### config.mk
export PLATFORM = sky130hd
export DESIGN_NAME = pdm_sample_sched
export DESIGN_NICKNAME = d
export VERILOG_FILES = /design/src/rtl/pdm_sample_sched.sv
export SDC_FILE = /design/constraint.sdc
export NUM_CORES = 1
export LEC_CHECK = 0
export ABC_AREA = 1
export CORE_MARGIN = 2
export CORE_UTILIZATION = 61
export DETAILED_ROUTE_END_ITERATION = 8
export GPL_ROUTABILITY_DRIVEN = 0
export PLACE_DENSITY_LB_ADDON = 0.25
export SETUP_SLACK_MARGIN = 0.4
export SYNTH_ARGS = -nofsm -noshare
export SYNTH_HDL_FRONTEND = slang
export SYNTH_SLANG_ARGS = --single-unit
### constraint.sdc
create_clock -name i_clk -period 10.4 [get_ports i_clk]
set_clock_uncertainty 0.2 [all_clocks]
set_input_delay 2.6 -clock i_clk [delete_from_list [all_inputs] [get_ports i_clk]]
set_output_delay 2.6 -clock i_clk [all_outputs]
set_load 0.05 [all_outputs]
### src/rtl/pdm_sample_sched.sv
// pdm_sample_sched
// Sample-rate scheduler and two-source arbiter feeding second_order_dac.
// A free-running divider produces one sample tick every CLK_DIV clocks. On
// each tick the FSM fetches one sample from the active source. It then
// applies a click-free gain ramp and registers the offset-binary result
// on o_func.
//
// Ports:
//   i_clk          system clock
//   i_res          asynchronous active-low reset (synchronous release expected)
//   i_ce           divider enable; low freezes the divider, an in-flight fetch completes
//   i_sel          requested source (0/1), sampled only in SCALE
//   i_mute         ramp output to midscale while high, sampled only in SCALE
//   o_req[1:0]     one-hot, one-cycle fetch request to the active source
//   i_valid0/1     source sample valid
//   i_data0/1      source sample (offset-binary, W bits)
//   o_func         DAC sample (registered)
//   o_sample_tick  one-cycle pulse in the cycle o_func takes a new value
//   o_active_src   source currently being fetched
//   o_underrun     one-cycle pulse when a fetch timed out
//   o_underrun_cnt saturating count of timed-out fetches
//
// Optional build macro: PDM_SCHED_DITHER_EN adds a +/-8 LSB LFSR dither to
// the scaled sample, with saturation to 0..2^W-1.
//
// Handshake: o_req[k] is high for exactly one cycle (state REQ). From the
// next cycle on, the first cycle with i_valid<k> high transfers i_data<k>.
// A source that is not being waited on may toggle its valid freely. The
// same holds for the active source during the REQ cycle itself. If no
// valid arrives within TIMEOUT cycles, the previous sample is reused.
//
// FSM state is held in r_state (type state_t) for observation.

module pdm_sample_sched #(
  parameter int W         = 16,
  parameter int CLK_DIV   = 1000,
  parameter int TIMEOUT   = 64,
  parameter int RAMP_STEP = 8
) (
  input  logic         i_clk,
  input  logic         i_res,
  input  logic         i_ce,
  input  logic         i_sel,
  input  logic         i_mute,
  output logic [1:0]   o_req,
  input  logic         i_valid0,
  input  logic [W-1:0] i_data0,
  input  logic         i_valid1,
  input  logic [W-1:0] i_data1,
  output logic [W-1:0] o_func,
  output logic         o_sample_tick,
  output logic         o_active_src,
  output logic         o_underrun,
  output logic [7:0]   o_underrun_cnt
);

  localparam int DIV_W = (CLK_DIV > 1) ? $clog2(CLK_DIV) : 1;
  localparam int TO_W  = (TIMEOUT > 1) ? $clog2(TIMEOUT) : 1;

  localparam logic [DIV_W-1:0] DIV_LAST = DIV_W'(CLK_DIV - 1);
  localparam logic [DIV_W-1:0] DIV_ONE  = DIV_W'(1);
  localparam logic [TO_W-1:0]  TO_LAST  = TO_W'(TIMEOUT - 1);
  localparam logic [TO_W-1:0]  TO_ONE   = TO_W'(1);
  localparam logic [W-1:0]     MID      = {1'b1, {(W-1){1'b0}}};
  localparam logic signed [W+1:0] MID_X = {2'b00, MID};
  localparam logic [8:0]       GAIN_MAX = 9'd256;
  localparam logic [9:0]       STEP     = 10'(RAMP_STEP);

  typedef enum logic [1:0] {
    S_WAIT_TICK = 2'd0,
    S_REQ       = 2'd1,
    S_WAIT_DATA = 2'd2,
    S_SCALE     = 2'd3
  } state_t;

  state_t           r_state;
  state_t           w_state_next;
  logic [DIV_W-1:0] r_div;
  logic [TO_W-1:0]  r_wait;
  logic [W-1:0]     r_last;
  logic [8:0]       r_gain;
  logic             r_active;
  logic [W-1:0]     r_func;
  logic             r_tick;
  logic             r_underrun;
  logic [7:0]       r_ucnt;

  logic             w_tick;
  logic             w_valid_act;
  logic [W-1:0]     w_data_act;
  logic             w_timeout;
  logic [8:0]       w_target;
  logic [9:0]       w_gain_up;
  logic [8:0]       w_gain_new;
  logic             w_switch;

  logic signed [W:0]    w_diff;
  logic signed [W+10:0] w_diff_x;
  logic signed [W+10:0] w_gain_x;
  logic signed [W+10:0] w_prod;
  logic signed [W+10:0] w_shift;
  logic signed [W+1:0]  w_shift_t;
  logic signed [W+1:0]  w_sum;
  logic [W-1:0]         w_func_next;
  logic                 w_unused;

  // ---------------------------------------------------------------------
  // Sample-rate divider. A tick that lands outside WAIT_TICK is dropped.
  // ---------------------------------------------------------------------
  assign w_tick = i_ce && (r_div == DIV_LAST);

  always_ff @(posedge i_clk or negedge i_res) begin
    if (!i_res) begin
      r_div <= '0;
    end else if (i_ce) begin
      r_div <= (r_div == DIV_LAST) ? '0 : r_div + DIV_ONE;
    end
  end

  // ---------------------------------------------------------------------
  // Fetch FSM
  // ---------------------------------------------------------------------
  assign w_valid_act = r_active ? i_valid1 : i_valid0;
  assign w_data_act  = r_active ? i_data1  : i_data0;
  assign w_timeout   = (r_wait == TO_LAST);

  always_ff @(posedge i_clk or negedge i_res) begin
    if (!i_res) r_state <= S_WAIT_TICK;
    else        r_state <= w_state_next;
  end

  always_comb begin
    w_state_next = r_state;
    o_req        = 2'b00;
    case (r_state)
      S_WAIT_TICK: if (w_tick) w_state_next = S_REQ;
      S_REQ: begin
        o_req        = r_active ? 2'b10 : 2'b01;
        w_state_next = S_WAIT_DATA;
      end
      // A valid in the final wait cycle still wins over the timeout.
      S_WAIT_DATA: if (w_valid_act || w_timeout) w_state_next = S_SCALE;
      S_SCALE:     w_state_next = S_WAIT_TICK;
      default:     w_state_next = S_WAIT_TICK;
    endcase
  end

  always_ff @(posedge i_clk or negedge i_res) begin
    if (!i_res) begin
      r_wait     <= '0;
      r_last     <= MID;
      r_underrun <= 1'b0;
      r_ucnt     <= 8'd0;
    end else begin
      r_underrun <= 1'b0;
      if (r_state == S_REQ) begin
        r_wait <= '0;
      end else if (r_state == S_WAIT_DATA) begin
        if (w_valid_act) begin
          r_last <= w_data_act;
        end else if (w_timeout) begin
          r_underrun <= 1'b1;
          if (r_ucnt != 8'hFF) r_ucnt <= r_ucnt + 8'd1;
        end else begin
          r_wait <= r_wait + TO_ONE;
        end
      end
    end
  end

  // ---------------------------------------------------------------------
  // Gain ramp. The target is 0 while muted or while a different source is
  // requested. The source only changes once the output has faded to 0.
  // ---------------------------------------------------------------------
  assign w_target  = (i_mute || (i_sel != r_active)) ? 9'd0 : GAIN_MAX;
  assign w_gain_up = {1'b0, r_gain} + STEP;

  always_comb begin
    w_gain_new = r_gain;
    if (r_gain < w_target) begin
      w_gain_new = (w_gain_up > {1'b0, GAIN_MAX}) ? GAIN_MAX : w_gain_up[8:0];
    end else if (r_gain > w_target) begin
      w_gain_new = ({1'b0, r_gain} <= STEP) ? 9'd0 : (r_gain - STEP[8:0]);
    end
  end

  assign w_switch = (w_gain_new == 9'd0) && (i_sel != r_active);

  // ---------------------------------------------------------------------
  // Scaling around midscale. The signed difference is multiplied by the
  // gain (0..256) and shifted right by 8. Gain 256 is therefore an exact
  // passthrough.
  // ---------------------------------------------------------------------
  assign w_diff    = $signed({1'b0, r_last}) - $signed({1'b0, MID});
  assign w_diff_x  = {{10{w_diff[W]}}, w_diff};
  assign w_gain_x  = {{(W+2){1'b0}}, w_gain_new};
  assign w_prod    = w_diff_x * w_gain_x;
  assign w_shift   = w_prod >>> 8;
  assign w_shift_t = w_shift[W+1:0];
  assign w_sum     = MID_X + w_shift_t;

`ifdef PDM_SCHED_DITHER_EN
  localparam logic signed [W+1:0] DITH_OFS = (W+2)'(8);

  logic [15:0]         r_lfsr;
  logic signed [W+1:0] w_dith;
  logic signed [W+1:0] w_sum_d;

  // Galois LFSR (taps 0xB400), advanced once per produced sample.
  always_ff @(posedge i_clk or negedge i_res) begin
    if (!i_res) begin
      r_lfsr <= 16'hACE1;
    end else if (r_state == S_SCALE) begin
      r_lfsr <= {1'b0, r_lfsr[15:1]} ^ (r_lfsr[0] ? 16'hB400 : 16'h0000);
    end
  end

  // lfsr[3:0] - 8 spans -8..+7.
  assign w_dith  = {{(W-2){1'b0}}, r_lfsr[3:0]} - DITH_OFS;
  assign w_sum_d = w_sum + w_dith;

  always_comb begin
    if (w_sum_d[W+1])   w_func_next = '0;
    else if (w_sum_d[W]) w_func_next = '1;
    else                w_func_next = w_sum_d[W-1:0];
  end
`else
  assign w_func_next = w_sum[W-1:0];
`endif

  // The upper product bits are always sign copies for a gain of 256 or less.
  assign w_unused = ^{w_shift[W+10:W+2], w_sum[W+1:W]};

  always_ff @(posedge i_clk or negedge i_res) begin
    if (!i_res) begin
      r_gain   <= 9'd0;
      r_active <= 1'b0;
      r_func   <= MID;
      r_tick   <= 1'b0;
    end else begin
      r_tick <= (r_state == S_SCALE);
      if (r_state == S_SCALE) begin
        r_gain <= w_gain_new;
        r_func <= w_func_next;
        if (w_switch) r_active <= i_sel;
      end
    end
  end

  assign o_func         = r_func;
  assign o_sample_tick  = r_tick;
  assign o_active_src   = r_active;
  assign o_underrun     = r_underrun;
  assign o_underrun_cnt = r_ucnt;

endmodule

==> flow_results.org <==
** Clock network
- Clk root buf :: clkbuf_16
- Max clock buf depth :: 2
- CTS saw 70 sinks.
- Cts hold-fix bufs :: 0
- The later pin in the worst-skew pair is clocked with a latency of 360 ps.
- Clock transition at the registers of the reported paths :: 50 ps
- Clock tree synthesis inserted a total of 9 buffers.
- CTS built an H-tree with a depth of 3.
- TritonCTS built the clock tree.

** STA
- Fmax achieved :: 105 MHz
- In this run the tightest slew margin relative to its limit is 0.241.
- At the pin with the least slew margin, the transition time is 1140 ps.
- Endpoints failing setup :: 0
- Setup repair after global routing missed its margin :: no
- Of the available clock period, the critical path in the final layout requires 0.914.
- Count of pins over their slew limit :: 0
- In the final timing run, aggregate negative setup slack is 0 ps.
- Total count of hold-check failures in the final report :: 0
- The worst path in the final design needs a cycle of 9510 ps, including I/O delays and setup.

** Synth
- Post-synth design cell area :: 0.00871 mm^2
- Of the post-synthesis cell area, the dominant cell type holds 0.262.
- In this run, distinct cell masters in the synthesized netlist total 46.
- Of the synthesized area, sequential elements account for 0.201.
- During synthesis, Yosys emitted a total of 0 warnings.
- Top FF cell, synth :: dfrtp_1
- Post-Syn Nets :: 1338
- Most area-consuming cells after synthesis :: fa_1 26%, dfrtp_1 20%, nand2_1 11%
- Post-synthesis instance total :: 1122
- Number of storage elements in the synthesis netlist :: 70
- Proportion of synthesized flip-flops having asynchronous set or reset :: 1.00
- Number of synthesized flops with an enable pin :: 0
- Yosys top cell by area :: fa_1
- In this run the mean area of a mapped cell was 7.77 um^2.

** Finish
- Most common library cell in the layout ignoring fill and taps :: nand2_1
- The finished layout holds 1369 standard cells, fillers aside.
- In the final layout, the share of cells above drive strength 1 is 0.0572.
- Area grow syn2layout :: 13.3%
- In the layout the commonest cells are 245 x nand2_1, 219 x inv_1, 136 x nor2_1.
- Net count reported at finish :: 1401
- The repair_antennas step left the layout with diodes totalling 0.
- Counting the fill cells in the layout gives 1127.

** Detailed routing
- In the final routed layout, each cell accounts on average for 15.1 um.
- The first detailed-routing pass ran for 5 iterations.
- Violation count after the first detailed-route iteration :: 758
- Number of vias per cell :: 5.43
- DRC viols :: 0
- Summing over every cut layer, the via total after detailed routing is 7439.
- Summed over all layers, the routed wires come to 20700 um.
- Post-route antenna net violation count :: 0

** Worst setup path
- Critical-path cell with the highest stage delay :: fa_1
- Counting cells, the worst reg-to-reg path comes to 36.
- Critical Path Sink :: o_func[15]
- For the worst setup path, the data arrival time is 9590 ps.
- Critical Path Source :: i_sel
- Along the worst path, the maximum fanout reaches 10.
- The worst setup path is captured at a flip-flop.
- For this run, the slowest stage of the critical path takes 560 ps.
- Setup slack, reg-to-reg :: 2780 ps
- Startpoint class of the critical path :: input port
- Cell mode on critical path :: inv_1
- In this run the number of cells on the critical path is 37.
- Capture point of the worst reg-to-reg path :: o_func[15]
- Beginning of the worst register-to-register path :: o_active_src
- Path type of the worst setup path :: input port to flip-flop
- Critical Path RT :: 10480 ps
- The kind of cell with the highest combined delay along the critical path is adder cells.
- Counting both buffers and inverters, the worst setup path holds a total of 11.

** Die
- Site row count :: 43
- The floorplan step defined a die boundary enclosing 0.0153 mm^2.
- Number of primary I/O pins :: 68
- Effective utilization at floorplan :: 0.625
- The die is 124 um tall.
- Die width :: 124 um
- Area of the placeable core :: 0.0139 mm^2

** Global routing
- Wire length of the first global-routing pass :: 35200 um
- The initial antenna violation count is 0.
- Maximum number of pins on one net before global-route repair :: 71
- Vias in the first global route :: 7335
- Final global-route overflow total :: 0
- Global routing usage summed across all routing layers :: 0.300

** Run
- Max-Cap Viols :: 0

** Min path
- The worst hold path belongs to the class flip-flop to flip-flop.

** Run status
- The flow ran to the end, and the final reports show no timing, DRC or antenna violations.

** Place
- Once detailed placement completed, the half-perimeter wirelength came to 16400 um.
- Count of input and output buffers :: 67
- Total instance count after detailed placement :: 1347
## flip-flops by register name (all words and copies together) (netlist names)
signal          cells
o_func             16
r_last             16
r_div              10
r_gain              9
o_underrun_cnt      8
r_wait              6
r_state             2
o_active_src        1
o_sample_tick       1
o_underrun          1
## area by class of cell
cell class                      count  area, um^2  share of cell area
Timing Repair Buffer               76         731              0.0740
Tap cell                          180         225              0.0228
Clock inverter                      5        58.8             0.00596
Clock buffer                       10         239              0.0242
Multi-Input combinational cell    798        5990               0.606
Inverter                          230         878              0.0890
Sequential cell                    70        1750               0.178
## through the flow
step | area [um^2] | utilization | hold slack [ps] | setup WS [ps]
2_1_floorplan | 8710 | - | 269 | 1830
3_3_place_gp | 9510 | 0.682 | 262 | 684
3_5_place_dp | 9510 | 0.682 | 266 | 435
4_1_cts | 9810 | 0.704 | 276 | 714
5_1_grt | 9870 | 0.709 | 295 | 376
6_report | 9870 | 0.709 | 269 | 894
## layer usage
layer	track usage	share of wire	vias up
met5	0	0	-
met4	0.0817	0.023	0
met3	0.0743	0.089	40
met2	0.462	0.44	332
met1	0.427	0.44	3519
li1	-	-	3548
## worst min path at each step
stage | from | cells past startpoint | slack (ps) | end
6_report | o_func[15] | 2 | 270 | o_func[15]
5_1_grt | o_func[15] | 2 | 300 | o_func[15]
4_1_cts | o_func[15] | 2 | 280 | o_func[15]
3_5_place_dp | o_func[10] | 2 | 270 | o_func[10]
3_3_place_gp | o_func[10] | 2 | 260 | o_func[10]
2_1_floorplan | r_div[0] | 1 | 270 | r_div[0]
## cells by family (layout without fill, tap and decap cells)
| kind of cell | Yosys count | count (layout) | synth area share |
|---|---|---|---|
| adder cells (fa/ha/maj) | 177 | 177 | 0.352 |
| buffers and inverters | 254 | 321 | 0.112 |
| multiplexers | 1 | 1 | 0.00129 |
| AND/OR/NAND/NOR | 477 | 477 | 0.232 |
| XOR/XNOR | 26 | 26 | 0.0261 |
| AO/OA/AOI/OAI | 117 | 117 | 0.0752 |
| flip-flops | 70 | 70 | 0.201 |
## synthesized netlist by cell type (13+ instances only)
master      n
xnor2_1    13
clkbuf_1   14
xor2_1     13
nand2_1   245
dfrtp_1    68
o21ai_0    35
nor3_1     15
ha_1       63
fa_1      114
nor2_1    137
a31oi_1    22
nand3_1    37
a21oi_1    36
inv_1     222
## worst register-to-register path, delay by kind of cell (launching register included)
kind / cells / cell delay (ps)
DFF: 1 / 820
xor gates and xnor gates: 1 / 240
and+or+nand+nor: 17 / 2140
AOI/OAI and AO/OA: 1 / 100
buffers and inverters: 10 / 870
adders and majority gates: 7 / 3200
## repair_timing
item                       CTS  global route
buffers inserted             0             7
resized for setup            0             5
setup endpoints to repair    0             4
Power is left out: the tool's default activity adds up to more than one toggle a clock period on the data nets, which glitch-free logic cannot reach.
